--- src/rtl/note_hit_scorer_pkg.sv ---
// note_hit_scorer_pkg
// Shared types and constants for the note hit scorer.
// Contents:
//   - note code width and the rest code
//   - streak step size and multiplier ceiling
//   - FSM state type
//   - calc_mult(): multiplier derived from a streak value
package note_hit_scorer_pkg;

    localparam int               NOTE_W      = 4;
    localparam logic [NOTE_W-1:0] NOTE_REST  = 4'h0;
    localparam int               STREAK_STEP = 8;
    localparam logic [2:0]       MULT_MAX    = 3'd4;

    typedef enum logic {
        ST_IDLE,
        ST_JUDGE
    } state_t;

    // Multiplier = min(1 + streak/STREAK_STEP, MULT_MAX).
    function automatic logic [2:0] calc_mult(input logic [7:0] streak);
        logic [7:0] steps;
        steps = streak / 8'(STREAK_STEP);
        if (steps >= 8'(MULT_MAX - 3'd1)) begin
            return MULT_MAX;
        end
        return 3'(steps) + 3'd1;
    endfunction

endpackage

--- src/rtl/note_hit_scorer_hold_timer.sv ---
// note_hold_timer
// Saturating count of matching cycles within one beat window.
// Ports:
//   clk, reset   system clock, synchronous active-high reset
//   i_enable     counting allowed (judging); counter forced to 0 otherwise
//   i_match      this cycle's pitch matches the current note
//   i_clear      window boundary; counter restarts after this cycle
//   o_hold_ok    count including this cycle's match is >= HOLD_MIN
module note_hold_timer #(
    parameter int HOLD_MIN = 4000000,
    parameter int CNT_W    = 26
) (
    input  logic clk,
    input  logic reset,
    input  logic i_enable,
    input  logic i_match,
    input  logic i_clear,
    output logic o_hold_ok
);

    localparam logic [CNT_W-1:0] HOLD_MIN_C = CNT_W'(HOLD_MIN);

    logic [CNT_W-1:0] r_count;
    logic [CNT_W-1:0] w_count_inc;

    always_comb begin
        w_count_inc = r_count;
        if (i_enable && i_match && (r_count != '1)) begin
            w_count_inc = r_count + CNT_W'(1);
        end
    end

    // Judged on the incremented value so the advance cycle's match counts.
    assign o_hold_ok = (w_count_inc >= HOLD_MIN_C);

    always_ff @(posedge clk) begin
        if (reset) begin
            r_count <= '0;
        end else if (!i_enable || i_clear) begin
            r_count <= '0;
        end else begin
            r_count <= w_count_inc;
        end
    end

endmodule

--- src/rtl/note_hit_scorer.sv ---
// note_hit_scorer
// Judges each beat window as hit or miss against the loader's current
// note and keeps score, streak, multiplier and hit/miss tallies.
// Ports:
//   clk, reset      system clock, synchronous active-high reset
//   note_advance    beat pulse, same edge the loader shifts its notes
//   current_note    loader slot 0 note code (0 = rest)
//   detected_note   pitch detector note code
//   detected_valid  detected_note is meaningful this cycle
//   active          set by the first note_advance after reset
//   hit, miss       one-cycle judgement pulses, cycle after note_advance
//   score           saturating accumulated score
//   streak          consecutive hits, saturating at 255
//   multiplier      min(1 + streak/8, 4)
//   hit_count       total hits, saturating at 1023
//   miss_count      total misses, saturating at 1023
module note_hit_scorer
    import note_hit_scorer_pkg::*;
#(
    parameter int HOLD_MIN    = 4000000,
    parameter int BASE_POINTS = 10,
    parameter int SCORE_W     = 20,
    parameter int CNT_W       = 26
) (
    input  logic               clk,
    input  logic               reset,
    input  logic               note_advance,
    input  logic [NOTE_W-1:0]  current_note,
    input  logic [NOTE_W-1:0]  detected_note,
    input  logic               detected_valid,
    output logic               active,
    output logic               hit,
    output logic               miss,
    output logic [SCORE_W-1:0] score,
    output logic [7:0]         streak,
    output logic [2:0]         multiplier,
    output logic [9:0]         hit_count,
    output logic [9:0]         miss_count
);

    localparam int               SUM_W     = SCORE_W + 8;
    localparam logic [SUM_W-1:0] SCORE_MAX = SUM_W'({SCORE_W{1'b1}});

    state_t             r_state;
    state_t             w_state_next;
    logic               r_active;
    logic               r_hit;
    logic               r_miss;
    logic [SCORE_W-1:0] r_score;
    logic [7:0]         r_streak;
    logic [2:0]         r_mult;
    logic [9:0]         r_hit_count;
    logic [9:0]         r_miss_count;

    logic               w_match;
    logic               w_eval;
    logic               w_hold_ok;
    logic               w_is_hit;
    logic               w_is_miss;
    logic [SUM_W-1:0]   w_score_sum;
    logic [SCORE_W-1:0] w_score_next;
    logic [7:0]         w_streak_next;

    assign w_match = detected_valid && (detected_note == current_note)
                     && (current_note != NOTE_REST);

    note_hold_timer #(
        .HOLD_MIN (HOLD_MIN),
        .CNT_W    (CNT_W)
    ) u_hold_timer (
        .clk       (clk),
        .reset     (reset),
        .i_enable  (r_state == ST_JUDGE),
        .i_match   (w_match),
        .i_clear   (note_advance),
        .o_hold_ok (w_hold_ok)
    );

    always_ff @(posedge clk) begin
        if (reset) begin
            r_state <= ST_IDLE;
        end else begin
            r_state <= w_state_next;
        end
    end

    always_comb begin
        w_state_next = r_state;
        w_eval       = 1'b0;
        case (r_state)
            ST_IDLE: begin
                if (note_advance) begin
                    w_state_next = ST_JUDGE;
                end
            end
            ST_JUDGE: begin
                w_eval = note_advance;
            end
            default: begin
                w_state_next = ST_IDLE;
            end
        endcase
    end

    // current_note still carries the closing window's note on the advance cycle.
    assign w_is_hit  = w_eval && (current_note != NOTE_REST) && w_hold_ok;
    assign w_is_miss = w_eval && (current_note != NOTE_REST) && !w_hold_ok;

    // r_mult always equals calc_mult(r_streak), i.e. the pre-hit multiplier.
    assign w_score_sum = SUM_W'(r_score) + SUM_W'(BASE_POINTS) * SUM_W'(r_mult);

    always_comb begin
        w_score_next  = r_score;
        w_streak_next = r_streak;
        if (w_is_hit) begin
            w_score_next = (w_score_sum > SCORE_MAX) ? {SCORE_W{1'b1}}
                                                     : SCORE_W'(w_score_sum);
            if (r_streak != 8'hFF) begin
                w_streak_next = r_streak + 8'd1;
            end
        end else if (w_is_miss) begin
            w_streak_next = 8'd0;
        end
    end

    always_ff @(posedge clk) begin
        if (reset) begin
            r_active     <= 1'b0;
            r_hit        <= 1'b0;
            r_miss       <= 1'b0;
            r_score      <= '0;
            r_streak     <= '0;
            r_mult       <= 3'd1;
            r_hit_count  <= '0;
            r_miss_count <= '0;
        end else begin
            if ((r_state == ST_IDLE) && note_advance) begin
                r_active <= 1'b1;
            end
            r_hit    <= w_is_hit;
            r_miss   <= w_is_miss;
            r_score  <= w_score_next;
            r_streak <= w_streak_next;
            r_mult   <= calc_mult(w_streak_next);
            if (w_is_hit && (r_hit_count != '1)) begin
                r_hit_count <= r_hit_count + 10'd1;
            end
            if (w_is_miss && (r_miss_count != '1)) begin
                r_miss_count <= r_miss_count + 10'd1;
            end
        end
    end

    assign active     = r_active;
    assign hit        = r_hit;
    assign miss       = r_miss;
    assign score      = r_score;
    assign streak     = r_streak;
    assign multiplier = r_mult;
    assign hit_count  = r_hit_count;
    assign miss_count = r_miss_count;

endmodule

--- config.mk ---
export PLATFORM = sky130hd
export DESIGN_NAME = note_hit_scorer
export DESIGN_NICKNAME = d
export VERILOG_FILES = /design/src/rtl/note_hit_scorer_pkg.sv /design/src/rtl/note_hit_scorer_hold_timer.sv /design/src/rtl/note_hit_scorer.sv
export SDC_FILE = /design/constraint.sdc
export NUM_CORES = 1
export LEC_CHECK = 0
export BUFFER_PORTS_ARGS = -buffer_cell sky130_fd_sc_hd__buf_2
export CAP_MARGIN = 20
export CORE_UTILIZATION = 40
export DETAILED_ROUTE_END_ITERATION = 10
export PLACE_DENSITY = 0.62
export SYNTH_ARGS = -nofsm -noshare
export SYNTH_HDL_FRONTEND = slang
export SYNTH_SLANG_ARGS = --single-unit
export TNS_END_PERCENT = 10
--- constraint.sdc ---
create_clock -name clk -period 7.7 [get_ports clk]
set_input_delay 1.54 -clock clk [delete_from_list [all_inputs] [get_ports clk]]
set_output_delay 1.54 -clock clk [all_outputs]
set_load 0.02 [all_outputs]
Yosys cells after proc, flatten, opt, wreduce, memory -nomap -nowiden
Cells that the tools add are included.
{ "op_classes": {"add_sub_neg": 6, "bitwise_logic": 1, "n_eq_ne": 6, "muxes": 12, "n_lt_le_gt_ge": 3, "n_reduce_logical": 17, "n_mul": 1} }
{ "op_table": {"columns": ["cell", "count"], "rows": [
  ["adder 26 x 1 -> 26 bit, second input constant", 1],
  ["greater-or-equal comparator 26 x 22 -> 1 bit, second input constant", 1],
  ["two-way mux 26 bit", 1],
  ["inequality test 26 bit, second input constant", 1],
  ["two-way mux 8 bit", 3],
  ["adder 20 x 7 -> 21 bit", 1],
  ["> comparator 21 x 20 -> 1 bit, second input constant", 1],
  ["adder 10 x 1 -> 10 bit, second input constant", 2],
  ["two-way mux 20 bit", 1],
  ["inequality test 10 bit, second input constant", 2],
  ["logical AND 1 bit", 10],
  ["adder 8 x 1 -> 8 bit, second input constant", 1],
  ["inequality test 8 bit, second input constant", 1],
  ["multiplier 3 x 3 -> 6 bit, first input constant", 1],
  ["two-way mux 3 bit", 2],
  ["greater-or-equal comparator 5 x 2 -> 1 bit, second input constant", 1],
  ["two-way mux 1 bit", 5],
  ["== test 4 bit", 1],
  ["nonzero test 4 bit", 1],
  ["adder 3 x 1 -> 3 bit, second input constant", 1],
  ["zero test 1 bit", 2],
  ["inequality test 2 x 1 -> 1 bit, second input constant", 1],
  ["AND reduction 2 bit", 1],
  ["nonzero test 2 bit", 1],
  ["3 further kinds", 3]
]} }
{ "word_totals": {"output_inout_bits": 54, "wordCells": 57, "register_bits": 81} }

Logic depth before layout (Yosys ltp)
{ "depth": {"depth_word": 15, "ltp_mapped": 16, "ltp_nobuf": 14} }

Hierarchy
Synthesis repeated with hierarchy kept, for this count alone.
{ "hier_totals": {"hier_cells": 515, "area_unflattened_um2": 4413.0} }
{ "by_module_without_submodules": {"columns": ["mod", "instances", "cells_each", "area_each_um2"], "rows": [
  ["note_hit_scorer", 1, 339, 2917.8],
  ["note_hold_timer", 1, 176, 1495.2]
]} }

Worst setup path after synthesis
Ideal clock, no wire load.
{ "synth_timing": {"path_type": "input-to-reg", "startpoint": "in current_note[1]", "endpoint": "reg r_mult[0] (netlist: multiplier[0])", "required_ps": 7564, "stages": 14, "setup_slack_ps": 2898, "arrival_time_ps": 4666, "setup_time_ps": 136, "path_cell_list": "or4_1 -> nand4_2 -> a2111oi_2 -> a211o_1 -> a211oi_2 -> or4b_1 -> a41oi_2 -> buf_2 -> nor2_1 -> nor2_1 -> ha_1 -> or3_1 -> o32a_1 -> o221ai_1"} }
{ "synth_via": {"elab_chain_len": 15, "word_cells_on_any_way": 19, "cone_classes": "add/sub: 1; order compare: 2; eq/ne: 1; mux: 6; reduce/logical: 9"} }
{ "synth_lines": {"columns": ["element", "line", "text"], "rows": [
  ["start, declared", "note_hit_scorer.sv:28", "input logic [NOTE_W-1:0] current_note,"],
  ["== test 4 bit", "note_hit_scorer.sv:64", "assign w_match = detected_valid && (detected_note == current_note)"],
  ["logical AND 1 bit", "note_hit_scorer.sv:64", null],
  ["logical AND 1 bit", "note_hit_scorer.sv:65", "&& (current_note != NOTE_REST);"],
  ["logical AND 1 bit (2 in a row)", "note_hit_scorer_hold_timer.sv:28", "if (i_enable && i_match && (r_count != '1)) begin"],
  ["two-way mux 26 bit", "note_hit_scorer_hold_timer.sv:28", null],
  ["greater-or-equal comparator 26 x 22 -> 1 bit", "note_hit_scorer_hold_timer.sv:34", "assign o_hold_ok = (w_count_inc >= HOLD_MIN_C);"],
  ["zero test 1 bit", "note_hit_scorer.sv:107", "assign w_is_miss = w_eval && (current_note != NOTE_REST) && !w_hold_ok;"],
  ["logical AND 1 bit", "note_hit_scorer.sv:107", null],
  ["two-way mux 8 bit", "note_hit_scorer.sv:121", "end else if (w_is_miss) begin"],
  ["two-way mux 8 bit *", "note_hit_scorer.sv:115", "if (w_is_hit) begin"],
  ["named net w_streak_next[4]", "note_hit_scorer.sv:62", "logic [7:0] w_streak_next;"],
  ["greater-or-equal comparator 5 x 2 -> 1 bit *", "note_hit_scorer_pkg.sv:24", "if (steps >= 8'(MULT_MAX - 3'd1)) begin"],
  ["two-way mux 1 bit *", "note_hit_scorer_pkg.sv:24", null],
  ["two-way mux 1 bit *", "note_hit_scorer.sv:127", "if (reset) begin"],
  ["two-way mux 3 bit *", "note_hit_scorer_pkg.sv:27", "return 3'(steps) + 3'd1;"],
  ["end signal, assigned", "note_hit_scorer.sv:144", "r_mult <= calc_mult(w_streak_next);"],
  ["end, declared", "note_hit_scorer.sv:51", "logic [2:0] r_mult;"]
]} }
Mark *: on every way through the listed nets, which the timed path passes. The rest lies on a longest branch. The select of a mux whose other input is x is not followed.
A chain may end at the register's enable or synchronous reset.

Final worst setup path
{ "layout_timing": {"startpoint": "in current_note[0]", "endpoint": "reg r_mult[0] (netlist: multiplier[0])"} }
The elaborated chain is that of the path after synthesis.

==> impl_metrics.json <==
{
  "dpl_worst_slack_ns": 2.34,
  "min_path_type": "reg -> reg",
  "grt_pass1_wl_um": 18800,
  "post_drt_wl_per_cell_um": 15.2,
  "startpoint_type": "input port",
  "core_area_sq_um": 10900,
  "stdcell_count": 742,
  "cp.arrival_ns": 5.27,
  "drt_iter0_markers": 194,
  "syn_inst": 545,
  "crit_required_ns": 7.89,
  "fin_area_sq_um": 5280,
  "power_density_nw_per_um2": 170,
  "grt_usage_pct": 20.1,
  "drive_gt1_share_pct": 16.9,
  "grt_pass1_vias": 4129,
  "grt_overflow_total": 0,
  "p_leak_nw": 1.95,
  "synth_nets": 572,
  "crit_path_end_kind": "flop",
  "holdPathStages": 2,
  "async_reset_ff_share_pct": 0,
  "clockRootBuffer": "clkbuf_16",
  "skew_ns": 0.00588,
  "fp-row-count": 38,
  "drv_cap": 0,
  "area_growth_syn_to_layout_pct": 16.3,
  "vias": 4356,
  "io_buffers": 65,
  "period_needed_ns": 5.08,
  "drt_pass1_iterations": 5,
  "avgSynthCellArea_sq_um": 8.33,
  "clk_latency_ns": 0.34,
  "antennaDiodeCount": 0,
  "dieArea_sq_um": 11800,
  "route.final.wire_length_um": 11300,
  "ir_worst_vdd_mv": 0.103,
  "yosys_most_used_dff": "dfxtp_1",
  "yosysSeqAreaShare_pct": 35.7,
  "dp_hpwl_um": 7860,
  "worst_slack_ns": 2.62,
  "die_h_um": 109,
  "clkSinkCount": 81,
  "cts-htree-levels": 3,
  "critical_path_class": "in -> reg",
  "path_max_fanout": 19,
  "slew_violations": 0,
  "finalSetupViolations": 0,
  "period_share_pct": 65.9,
  "initial_core_util_pct": 41.5,
  "worst-slew-pin-transition_ns": 0.974,
  "ant_nets": 0,
  "via_per_inst": 5.87,
  "ys_seq_elements": 81,
  "max_freq_mhz": 197,
  "placed_area_sq_um": 4960,
  "clock_path_buffers": 2,
  "die_x_um": 109,
  "setup_tns_ns": 0,
  "cts_tree": "yes",
  "antenna_found_initial": 0,
  "maxSlewHeadroom_pct": 35.0,
  "drc_errors": 0,
  "rr_worst_depth": 14,
  "fin_hold_ws_ns": 0.469,
  "gp_congestion": 0.925,
  "path_clk_slew_ns": 0.06,
  "postCtsHoldBufs": 0,
  "rsz0062_at_grt": "no",
  "fin_nets": 625,
  "synth.distinct_cells": 62,
  "synth-edff-count": 0,
  "place_inst": 727,
  "post_cts_buffers": 0,
  "outcome": "complete, no violations",
  "final_hold_viol_count": 0,
  "syn_area_sq_um": 4540,
  "post_cts_resized": 0,
  "grt_max_degree": 52,
  "cts_inserted_buffers": 9,
  "yosys_warnings": 0,
  "boundaryPins": 66
}
[area by class of cell]
type                       count  area [sq um]
clock buffer                  13           280
fill                        1061          5660
sequential                    81          1620
inverter                      12          45.0
multi-input combinational    424          2760
tap                          140           175
timing repair buffer          70           363
clock inverter                 2          35.0
[state kept, by name, summed over array words and instances, names as in the netlist]
register / flops
u_hold_timer.r_count: 26
score: 20
hit_count: 10
miss_count: 10
streak: 8
multiplier: 3
active: 1
hit: 1
miss: 1
r_state: 1
[metal layers]
metal  up-vias  global-route usage (%)  part of all wire, %
li1       2162                       -                    -
met1      2050                    24.7                   45
met2       129                    32.8                   47
met3        15                    5.18                  6.4
met4         0                    9.07                  1.7
met5         -                       0                    0
[stage by stage]
| step | power (mW) | utilization [%] |
|---|---|---|
| after floorplan | 0.449 | - |
| after global placement | 0.459 | 45.4 |
| after detailed placement | 0.460 | 45.4 |
| after CTS | 0.911 | 48.3 |
| after global routing | 0.928 | 48.3 |
| final | 0.898 | 48.3 |
[cell usage after synthesis, types with 10 or more instances]
master | number | area share (%)
nor2_1 | 57 | 4.7
clkbuf_1 | 19 | 1.6
nand3_1 | 35 | 3.9
o31ai_1 | 10 | 1.7
and3_1 | 25 | 3.4
ha_1 | 14 | 3.9
xor2_1 | 12 | 2.3
inv_1 | 12 | 0.99
or4_1 | 10 | 1.7
nand4_1 | 16 | 2.2
nand2_1 | 39 | 3.2
nor4_1 | 10 | 1.4
a31oi_1 | 17 | 2.3
o21ai_0 | 11 | 1.2
a21oi_1 | 33 | 3.6
dfxtp_1 | 81 | 36
nor3_1 | 11 | 1.2
a211oi_1 | 15 | 2.5
xnor2_1 | 21 | 4.1
[report_power, final]
group	leakage [nW]	internal, mW	total, mW	switching, mW
registers	0.653	0.421	0.422	0.00137
logic	1.14	0.00817	0.0289	0.0207
clock network	0.158	0.284	0.447	0.163
[final timing paths]
check / startpoint / endpoint / slack [ns]
min: active$_SDFFE_PP0P_ / active$_SDFFE_PP0P_ / 0.47
max: current_note[0] / multiplier[0]$_SDFF_PP1_ / 2.62
max reg2reg: u_hold_timer.r_count[0]$_SDFF_PP0_ / multiplier[0]$_SDFF_PP1_ / 3.32
min reg2reg: active$_SDFFE_PP0P_ / active$_SDFFE_PP0P_ / 0.47
[worst max-delay path: stages]
cell and delay (ns):
buf_2 0.11, xnor2_1 0.16, nand3_1 0.25, a211o_1 0.50, o31a_1 0.37, a211oi_2 0.26
or4b_1 0.53, a41oi_4 0.59, nor2_1 0.17, nor2_1 0.15, ha_1 0.23, or3_1 0.12
o32a_1 0.15, o221ai_1 0.12
[kinds of logic after synthesis]
| group | Yosys count | synth area share (%) |
|---|---|---|
| AOI/OAI and AO/OA | 128 | 19.6 |
| xor gates and xnor gates | 33 | 6.37 |
| adders and majority gates | 15 | 4.30 |
| buffers and inverters | 40 | 3.75 |
| DFF | 81 | 35.7 |
| muxes | 6 | 1.43 |
| and+or+nand+nor | 242 | 28.8 |
[placed cells by master, fill, tap and decap left out, drive strengths merged, types with 6 or more instances in the layout]
cell,synthesis,final
buf,9,70
or3,9,9
xor2,12,12
a211oi,16,16
nor4,13,13
dfxtp,81,81
o31ai,10,10
and4,6,6
nor2,58,58
and3,25,25
clkbuf,19,13
a21oi,33,33
xnor2,21,21
ha,14,14
a31oi,17,17
nand2,39,39
a311oi,7,7
inv,12,12
nand3,35,35
or4,10,10
nand4,18,18
o21ai,13,13
nor3,11,11
(Power assumes the default switching activity.)
